### config.mk
export PLATFORM = sky130hd
export DESIGN_NAME = machine_ctrl
export DESIGN_NICKNAME = d
export VERILOG_FILES = /design/src/rtl/machine_ctrl.sv
export SDC_FILE = /design/constraint.sdc
export NUM_CORES = 1
export LEC_CHECK = 0
export CORE_MARGIN = 2
export CORE_UTILIZATION = 25
export CTS_CLUSTER_SIZE = 40
export DETAILED_ROUTE_END_ITERATION = 10
export GPL_ROUTABILITY_DRIVEN = 0
export PLACE_DENSITY = 0.55
export REMOVE_ABC_BUFFERS = 1
export SLEW_MARGIN = 20
export SYNTH_ARGS = -nofsm -noshare
export SYNTH_HDL_FRONTEND = slang
export SYNTH_SLANG_ARGS = --single-unit
export TNS_END_PERCENT = 50
### constraint.sdc
create_clock -name CLK -period 2.6 [get_ports CLK]
set_input_delay 0.39 -clock CLK [delete_from_list [all_inputs] [get_ports CLK]]
set_output_delay 0.39 -clock CLK [all_outputs]
set_load 0.01 [all_outputs]
### src/rtl/machine_ctrl.sv
// Sequencer that serially drives a small JK state machine with a latched pattern and captures its F output.
// Optional continuous re-run of the latched pattern is enabled by defining MACHINE_CTRL_REPEAT_EN.
module machine_ctrl #(
  parameter int MAX_LEN = 8,
  parameter int CW      = 4
) (
  input  logic               CLK,
  input  logic               RESET,
  input  logic               start,
  input  logic               stop,
  input  logic               repeat_req,  // "repeat" is a reserved word, so the run-again request uses this name
  input  logic [MAX_LEN-1:0] pattern,
  input  logic [CW-1:0]      len,
  input  logic               F,
  input  logic [2:0]         S,
  output logic               x,
  output logic               machine_rst,
  output logic               busy,
  output logic               done,
  output logic [MAX_LEN-1:0] result,
  output logic [CW-1:0]      f_count,
  output logic [2:0]         last_s
);

  typedef enum logic [2:0] {IDLE, CLR, RUN, FLUSH, DONE} state_t;

  localparam logic [CW-1:0] MAX_LEN_CW = CW'(MAX_LEN);

  state_t             state, state_nxt;
  logic [MAX_LEN-1:0] pat_q;
  logic [MAX_LEN-1:0] pat_sh;
  logic [CW-1:0]      len_q;
  logic [CW-1:0]      bit_idx;
  logic               rep_q;
  logic               rst_q;
  logic               accept;
  logic               capture;

  assign accept  = (state == IDLE) && start && !stop;
  // A capture samples F one cycle after the bit was driven, so it trails bit_idx by one.
  assign capture = ((state == RUN) && (bit_idx != '0)) || (state == FLUSH);
  assign pat_sh  = pat_q >> bit_idx;

  always_ff @(posedge CLK) begin
    if (RESET) state <= IDLE;
    else       state <= state_nxt;
  end

  // NOTE: every output of this block is given a default first so no path leaves it unassigned (no latch).
  always_comb begin
    state_nxt   = state;
    x           = 1'b0;
    machine_rst = rst_q;
    busy        = (state != IDLE);
    done        = 1'b0;
    case (state)
      IDLE:  if (accept) state_nxt = CLR;
      CLR: begin
        machine_rst = 1'b1;
        state_nxt   = (len_q != '0) ? RUN : DONE;
      end
      RUN: begin
        x = pat_sh[0];
        if (bit_idx == len_q - CW'(1)) state_nxt = FLUSH;
      end
      FLUSH: state_nxt = DONE;
      DONE: begin
        done = 1'b1;
`ifdef MACHINE_CTRL_REPEAT_EN
        state_nxt = rep_q ? CLR : IDLE;
`else
        state_nxt = IDLE;
`endif
      end
      default: state_nxt = IDLE;
    endcase
    if ((state != IDLE) && stop) state_nxt = IDLE;
  end

`ifndef MACHINE_CTRL_REPEAT_EN
  logic unused_repeat;
  assign unused_repeat = rep_q;
`endif

  // NOTE: sequential state uses non-blocking assignments so every register samples pre-edge values.
  always_ff @(posedge CLK) begin
    if (RESET) begin
      pat_q   <= '0;
      len_q   <= '0;
      rep_q   <= 1'b0;
      bit_idx <= '0;
      rst_q   <= 1'b1;
      result  <= '0;
      f_count <= '0;
      last_s  <= '0;
    end else begin
      rst_q <= 1'b0;
      if (accept) begin
        pat_q   <= pattern;
        len_q   <= (len > MAX_LEN_CW) ? MAX_LEN_CW : len;
        rep_q   <= repeat_req;
        result  <= '0;
        f_count <= '0;
      end
      if (state == CLR) begin
        bit_idx <= '0;
        result  <= '0;
        f_count <= '0;
      end
      if (state == RUN) bit_idx <= bit_idx + CW'(1);
      if (capture) begin
        result  <= result | (MAX_LEN'(F) << (bit_idx - CW'(1)));
        f_count <= f_count + CW'(F);
        last_s  <= S;
      end
    end
  end

endmodule

# Word level (Yosys, flattened, before mapping)
# Index checks and enable logic that the tools add are counted.
# classes
add_sub_neg	4
order_cmp	1
n_eq_ne	7
n_shift	2
muxes	17
n_bitwise	1
reduce_logical	14
# op_table
cell	count
two-way mux 4 bit	6
two-way mux 8 bit	3
one-hot mux 3 bit (4 select lines)	1
two-way mux 3 bit	3
bitwise OR 8 bit	1
nonzero test 4 bit	2
<< shifter 1 x 4 -> 8 bit	1
>> shifter 8 x 4 -> 1 bit	1
subtractor 4 x 1 -> 4 bit (second input constant)	2
== test 3 x 2 -> 1 bit (second input constant)	2
nonzero test 3 bit	2
adder 4 x 1 -> 4 bit	1
adder 4 x 1 -> 4 bit (second input constant)	1
== test 4 bit	1
greater-than comparator 4 bit (second input constant)	1
logical AND 1 bit	4
two-way mux 1 bit	4
!= test 2 bit (second input constant)	2
== test 3 x 1 -> 1 bit (second input constant)	1
== test 3 bit (second input constant)	1
logical NOT 3 bit	1
AND reduction 2 bit	1
nonzero test 2 bit	1
OR reduction 2 bit	1
2 further kinds	2
# totals
reg_bits	35
output_inout_bits	19
elab_cells	54

# Longest topological paths before layout
# Gate-level depths: netlist (run 1).
# depth
word_depth	6
depth_mapped	8

# Worst setup path after synthesis (run 1)
# No wires, ideal clock.
# synth_timing
kind	reg2out
start	reg bit_idx[1]
end	out x
arrival_time_ns	1.535
setup_slack_ns	0.675
stages_incl_launch_ff	5
n_path_buf	1
cell_sequence	dfxtp_1 clkbuf_1 mux4_2 nand2_1 a2111oi_0
# synth_via
elab_chain_cells	2
# synth_lines
item	line	text
start, declared	33	logic [CW-1:0] bit_idx;
start signal, assigned	110	if (state == RUN) bit_idx <= bit_idx + CW'(1);
>> shifter 8 x 4 -> 1 bit	42	assign pat_sh = pat_q >> bit_idx;
two-way mux 1 bit	56	case (state)
end, declared	16	output logic x,
# No other way between the ends.

# Worst setup path in the final report (run 1)
# layout_timing
start	reg bit_idx[0]
end	out x
# The elaborated chain is that of the path after synthesis.

==> impl_metrics.py, run 1 <==
metrics = {
    "global_routing": {
        "grt_max_degree": 28,
        "antenna_found_initial": 0,
        "grt_util_all_layers": 0.108,
        "grtUsageMet1": 0.141,
        "grt_first_pass_wirelength_um": 6410,
        "grt_pass1_vias": 1402,
        "use_met3": 0.0314,
        "use_met2": 0.165,
        "grt_overflow": 0,
        "grt.busiest_layer": "met2",
    },
    "route": {
        "initialDrtViolationCount": 70,
        "remaining_drc_errors": 0,
        "vias": 1458,
        "via_per_inst": 4.63,
        "drt_wl_total_um": 3870,
        "first_pass_iters": 4,
        "drt.antenna.violating_nets": 0,
        "route.detailed.wl_per_inst_um": 12.3,
    },
    "timing": {
        "worst_pin_slew_ns": 0.579,
        "drv_slew": 0,
        "period_minus_slack_ns": 2.44,
        "finalHoldViolCount": 0,
        "fin_skew_ns": 0.00275,
        "rsz0062_at_grt": "false",
        "finalSetupTns_ns": 0,
        "clock.fmax_mhz": 410,
        "setup_viol": 0,
        "post-route-period-util": 0.937,
        "maxSlewHeadroom": 0.610,
    },
    "critical_path": {
        "critPathLaunchType": "flip-flop",
        "endpoint_kind": "primary output",
        "worst_ep_required_time_ns": 2.21,
        "critical_path_peak_fanout": 3,
        "cp_data_arrival_time_ns": 2.05,
        "worstReg2RegStart": "bit_idx[0]$_SDFFE_PP0P_",
        "r2r-end": "result[5]$_SDFFE_PP0P_",
        "worstSetupPathType": "flip-flop to primary output",
        "r2r_slack_ns": 0.70,
        "reg2reg_depth": 7,
    },
    "power_and_ir_drop": {
        "peakVddDrop_uv": 288,
        "p_per_area_nw_per_um2": 507,
        "leakage_nw": 0.876,
    },
    "layout": {
        "fin_util": 0.344,
        "fillers": 714,
        "fin_cells": 315,
        "drive_above_1_share": 0.106,
        "nNetsFinal": 261,
        "area_delta_synth_final_pct": 34.8,
        "num_antenna_cells": 0,
        "design_area_um2": 2300,
    },
    "placed_design": {
        "dpl-instance-area_um2": 2180,
        "hpwl_um": 2830,
        "dpl.cell_count": 307,
        "io_buffers": 38,
    },
    "clock_tree": {
        "ctsResizeCount": 0,
        "clock_sink_count": 35,
        "clk_pin_slew_ns": 0.07,
        "cts_tree": "built",
        "clk_latency_ns": 0.28,
        "post_cts_buffers": 0,
        "postCtsHoldBufs": 0,
        "htreeDepth": 2,
        "clockBufferDepth": 2,
        "root_buffer": "clkbuf_8",
        "cts_inserted_buffers": 5,
    },
    "flow_run": {
        "cap_violations": 0,
    },
    "yosys": {
        "synth_top_area_cell": "dfxtp_1",
        "synth_area_leaders": "dfxtp_1, mux2i_1, nor2_1, ha_1, a21oi_1",
        "yosys_most_used_dff": "dfxtp_1",
        "syn-cell-area_um2": 1710,
        "ys_seq_area_frac": 0.411,
        "synth-edff-count": 0,
        "syn_inst": 194,
        "yosys.cell_types.count": 40,
        "yosysTopAreaCellShare": 0.411,
        "async_reset_ff_frac": 0,
        "synth.avg_cell_area_um2": 8.80,
        "yosysWarnings": 0,
        "ys_ff_latch": 35,
    },
    "floorplan": {
        "die_h_um": 86.6,
        "die_x_um": 86.6,
        "core_um2": 6680,
        "initial_utilization": 0.255,
        "rows": 30,
        "io_pins": 40,
        "design.die.area_um2": 7500,
    },
    "run_status": {
        "status": "finished, final reports clean",
    },
    "worst_hold_path": {
        "hold_class": "flip-flop to flip-flop",
        "holdPathEnd": "last_s[1]$_SDFFE_PP0P_",
        "holdCritStartpoint": "last_s[1]$_SDFFE_PP0P_",
        "hold-path-cell-count": 2,
    },
}
## state kept, by name, indices dropped and copies added (netlist names)
name,flops
last_s,3
rst_q,1
state,3
result,8
len_q,4
f_count,4
bit_idx,4
pat_q,8
## layout by cell type (no fill, tap or decap), drive strengths merged, types with 2 or more instances in the layout
cell / synthesis / layout
a2111oi: 2 / 2
a21oi: 14 / 14
a22o: 4 / 4
a31oi: 6 / 6
and2: 3 / 3
buf: 5 / 8
clkbuf: 8 / 6
clkdlybuf4s50: 0 / 38
dfxtp: 35 / 35
ha: 6 / 6
inv: 6 / 6
mux2i: 9 / 9
mux4: 2 / 2
nand2: 17 / 17
nand2b: 4 / 4
nand3: 6 / 6
nand3b: 2 / 2
nand4: 2 / 2
nor2: 23 / 23
nor2b: 3 / 3
nor3: 6 / 6
o211ai: 2 / 2
o21ai: 6 / 6
or3: 4 / 4
or3b: 3 / 3
xnor2: 4 / 4
xor2: 5 / 5
## logic make-up after synthesis
family / count (synthesis) / share of synthesized area
adder cells (fa/ha/maj): 6 / 0.0440
XOR/XNOR: 9 / 0.0462
flip-flops: 35 / 0.411
buffers and inverters: 19 / 0.0543
AND/OR/NAND/NOR: 76 / 0.227
multiplexers: 11 / 0.0792
AO/OA/AOI/OAI: 38 / 0.139
## layer usage
metal  vias up  share of wire
met1       655           0.49
met2        41           0.44
met4         0          0.016
li1        755              -
met3         7          0.049
met5         -              0
## through the flow
step	hold WS, ns	setup WS [ns]	power (mW)
2_1_floorplan	0.418	0.717	0.616
3_3_place_gp	0.445	0.323	0.674
3_5_place_dp	0.451	0.364	0.674
4_1_cts	0.461	0.0231	1.18
5_1_grt	0.477	0.0281	1.21
6_report	0.460	0.163	1.17
## worst max path at each step
stage	start	end	slack [ns]	depth (start not counted)
6_report	bit_idx[0]$_SDFFE_PP0P_	x	0.16	4
5_1_grt	bit_idx[0]$_SDFFE_PP0P_	x	0.03	4
4_1_cts	bit_idx[0]$_SDFFE_PP0P_	x	0.02	4
3_5_place_dp	bit_idx[0]$_SDFFE_PP0P_	x	0.36	4
3_3_place_gp	bit_idx[0]$_SDFFE_PP0P_	x	0.32	4
2_1_floorplan	bit_idx[0]$_SDFFE_PP0P_	x	0.72	3
## cell usage after synthesis, drive strengths merged (3+ instances only)
library cell,number
dfxtp,35
nor2,23
nand2,17
a21oi,14
mux2i,9
clkbuf,8
a31oi,6
ha,6
inv,6
nand3,6
nor3,6
o21ai,6
buf,5
xor2,5
a22o,4
nand2b,4
or3,4
xnor2,4
and2,3
nor2b,3
or3b,3
## layout make-up
type | count | area, um2 | share of cell area
multi-input combinational | 140 | 920 | 0.400
sequential | 35 | 701 | 0.305
clock inverter | 2 | 35.0 | 0.0152
tap | 80 | 100 | 0.0435
timing repair buffer | 46 | 440 | 0.191
clock buffer | 6 | 82.6 | 0.0359
inverter | 6 | 22.5 | 0.00979
## where the power goes
part	switching [mW]	total [mW]	leakage, nW	internal, mW
logic	0.0490	0.109	0.531	0.0596
registers	0.00629	0.553	0.284	0.546
clock network	0.194	0.505	0.0612	0.310
## worst max-delay path, cell delays in order, from the launching register on
cell and delay, ns:
dfxtp_1 0.35, mux4_2 0.33, nand2_1 0.07, a2111oi_2 0.41, clkdlybuf4s50_1 0.61
Note: power is estimated with default switching activity, not from simulation.
==> run 2, diff against run 1 <==
--- a/config.mk
+++ b/config.mk
@@ -10,7 +10,8 @@
 export CTS_CLUSTER_SIZE = 40
 export DETAILED_ROUTE_END_ITERATION = 10
 export GPL_ROUTABILITY_DRIVEN = 0
-export PLACE_DENSITY = 0.55
+export PLACE_DENSITY = 0.56
+export RECOVER_POWER = 100
 export REMOVE_ABC_BUFFERS = 1
 export SLEW_MARGIN = 20
 export SYNTH_ARGS = -nofsm -noshare
==> constraint.sdc (replaced) <==
create_clock -name CLK -period 2.1 [get_ports CLK]
set_input_delay 0.315 -clock CLK [delete_from_list [all_inputs] [get_ports CLK]]
set_output_delay 0.315 -clock CLK [all_outputs]
set_load 0.01 [all_outputs]
==> impl_metrics.py, run 2 (synthesized netlist as in run 1, its figures left out) <==
metrics = {
    "global_routing": {
        "grt_util_all_layers": 0.106,
        "antenna_found_initial": 0,
        "grt_overflow": 0,
        "grt_pass1_vias": 1375,
        "grt_first_pass_wirelength_um": 6310,
        "grt_max_degree": 28,
    },
    "clock_tree": {
        "cts_tree": "built",
        "cts_inserted_buffers": 5,
        "root_buffer": "clkbuf_8",
        "clk_latency_ns": 0.28,
        "post_cts_buffers": 0,
        "ctsResizeCount": 5,
        "clockBufferDepth": 2,
        "postCtsHoldBufs": 0,
        "htreeDepth": 2,
        "clk_pin_slew_ns": 0.07,
        "clock_sink_count": 35,
    },
    "critical_path": {
        "max_stage_delay_ns": 0.54,
        "critPathBufInv": 2,
        "cp_data_arrival_time_ns": 1.71,
        "path_delay_family": "buffers and inverters",
        "reg2reg_depth": 7,
        "cp_num_cells": 4,
        "critical_path_peak_fanout": 18,
        "crit_chain": "buf_4 -> nor2_2 -> and2_1 -> clkdlybuf4s50_1",
        "critPathLaunchType": "flip-flop",
        "endpoint_kind": "primary output",
        "crit_path_top_delay_cell": "clkdlybuf4s50_1",
        "worst_ep_required_time_ns": 1.78,
        "worstSetupPathType": "flip-flop to primary output",
    },
    "timing": {
        "finalHoldViolCount": 0,
        "fin_ws_ns": 0.0754,
        "fin_skew_ns": 0.00302,
        "maxSlewHeadroom": 0.512,
        "finalSetupTns_ns": 0,
        "worst_pin_slew_ns": 0.732,
        "post-route-period-util": 0.964,
        "period_minus_slack_ns": 2.02,
        "rsz0062_at_grt": "false",
        "hold_ws_ns": 0.453,
        "drv_slew": 0,
        "setup_viol": 0,
        "clock.fmax_mhz": 494,
    },
    "layout": {
        "fin_util": 0.347,
        "drive_above_1_share": 0.113,
        "design_area_um2": 2320,
        "multi_input_area_um2": 916,
        "area_delta_synth_final_pct": 35.8,
        "num_antenna_cells": 0,
        "layout_commonest_cell": "dfxtp_1",
        "nNetsFinal": 264,
        "fin_cells": 318,
        "top_regs": "pat_q x8, result x8",
        "layout_common_cells": "dfxtp_1, nor2_1, clkdlybuf4s50_1, nand2_1, dlygate4sd3_1",
        "fillers": 705,
        "ff_latch_area_um2": 701,
    },
    "route": {
        "initialDrtViolationCount": 45,
        "via_per_inst": 4.55,
        "vias": 1447,
        "remaining_drc_errors": 0,
        "drt.antenna.violating_nets": 0,
        "first_pass_iters": 4,
        "drt_wl_total_um": 3830,
        "route.detailed.wl_per_inst_um": 12.0,
    },
    "power_and_ir_drop": {
        "leakage_nw": 0.943,
        "p_per_area_nw_per_um2": 622,
        "power_mw": 1.44,
        "peakVddDrop_uv": 260,
    },
    "run_status": {
        "status": "finished, final reports clean",
    },
    "floorplan": {
        "core_um2": 6680,
        "design.die.area_um2": 7500,
        "initial_utilization": 0.255,
        "die_h_um": 86.6,
        "io_pins": 40,
        "die_x_um": 86.6,
        "rows": 30,
    },
    "worst_hold_path": {
        "hold_class": "flip-flop to flip-flop",
        "hold-path-cell-count": 2,
    },
    "placed_design": {
        "io_buffers": 38,
        "dpl.cell_count": 311,
        "pre_cts_slack_ns": -0.0725,
        "dpl-instance-area_um2": 2210,
        "hpwl_um": 2870,
    },
    "flow_run": {
        "cap_violations": 0,
    },
}
-- run 2: cell types whose count changed in the layout (fill, tap and decap cells not counted), sizes merged --
cell,change
clkbuf,+1
buf,+2
clkdlybuf4s50,-16
dlygate4sd3,+15
clkdlybuf4s15,+1
-- run 2: path summary, 6_finish.rpt --
check                                              from                     end  slack [ns]
worst max-delay path              state[0]$_SDFFE_PP0P_                    done        0.08
worst min-delay path             last_s[2]$_SDFFE_PP0P_  last_s[2]$_SDFFE_PP0P_        0.45
worst max register to register  bit_idx[0]$_SDFFE_PP0P_  result[5]$_SDFFE_PP0P_        0.15
worst min register to register   last_s[2]$_SDFFE_PP0P_  last_s[2]$_SDFFE_PP0P_        0.45
-- run 2: report_power, final --
part / switching [mW] / internal [mW] / leakage [nW]
Clock: 0.240 / 0.384 / 0.0612
Sequential: 0.00774 / 0.676 / 0.284
Combinational: 0.0604 / 0.0741 / 0.599
-- run 2: layout make-up --
cell class / instances / area share
inverters: 6 / 0.00972
well taps: 80 / 0.0432
clock inverters: 2 / 0.0151
flip-flops and latches: 35 / 0.302
repair buffers: 49 / 0.199
clock buffers: 6 / 0.0356
multi-input cells: 140 / 0.395
-- run 2: worst register-to-register path, delay by kind of cell, from the launching register on --
family / cells / cell delay, ns
fa+ha+maj: 1 / 0.22
compound gates: 1 / 0.20
flops: 1 / 0.35
simple gates: 3 / 0.82
buf+inv: 2 / 0.26
-- run 2: metal layers --
metal	vias up	global-route usage	share of wire
met5	-	0	0
met4	0	0.0455	0.014
met3	6	0.0371	0.048
met2	30	0.171	0.47
met1	648	0.129	0.47
li1	763	-	-
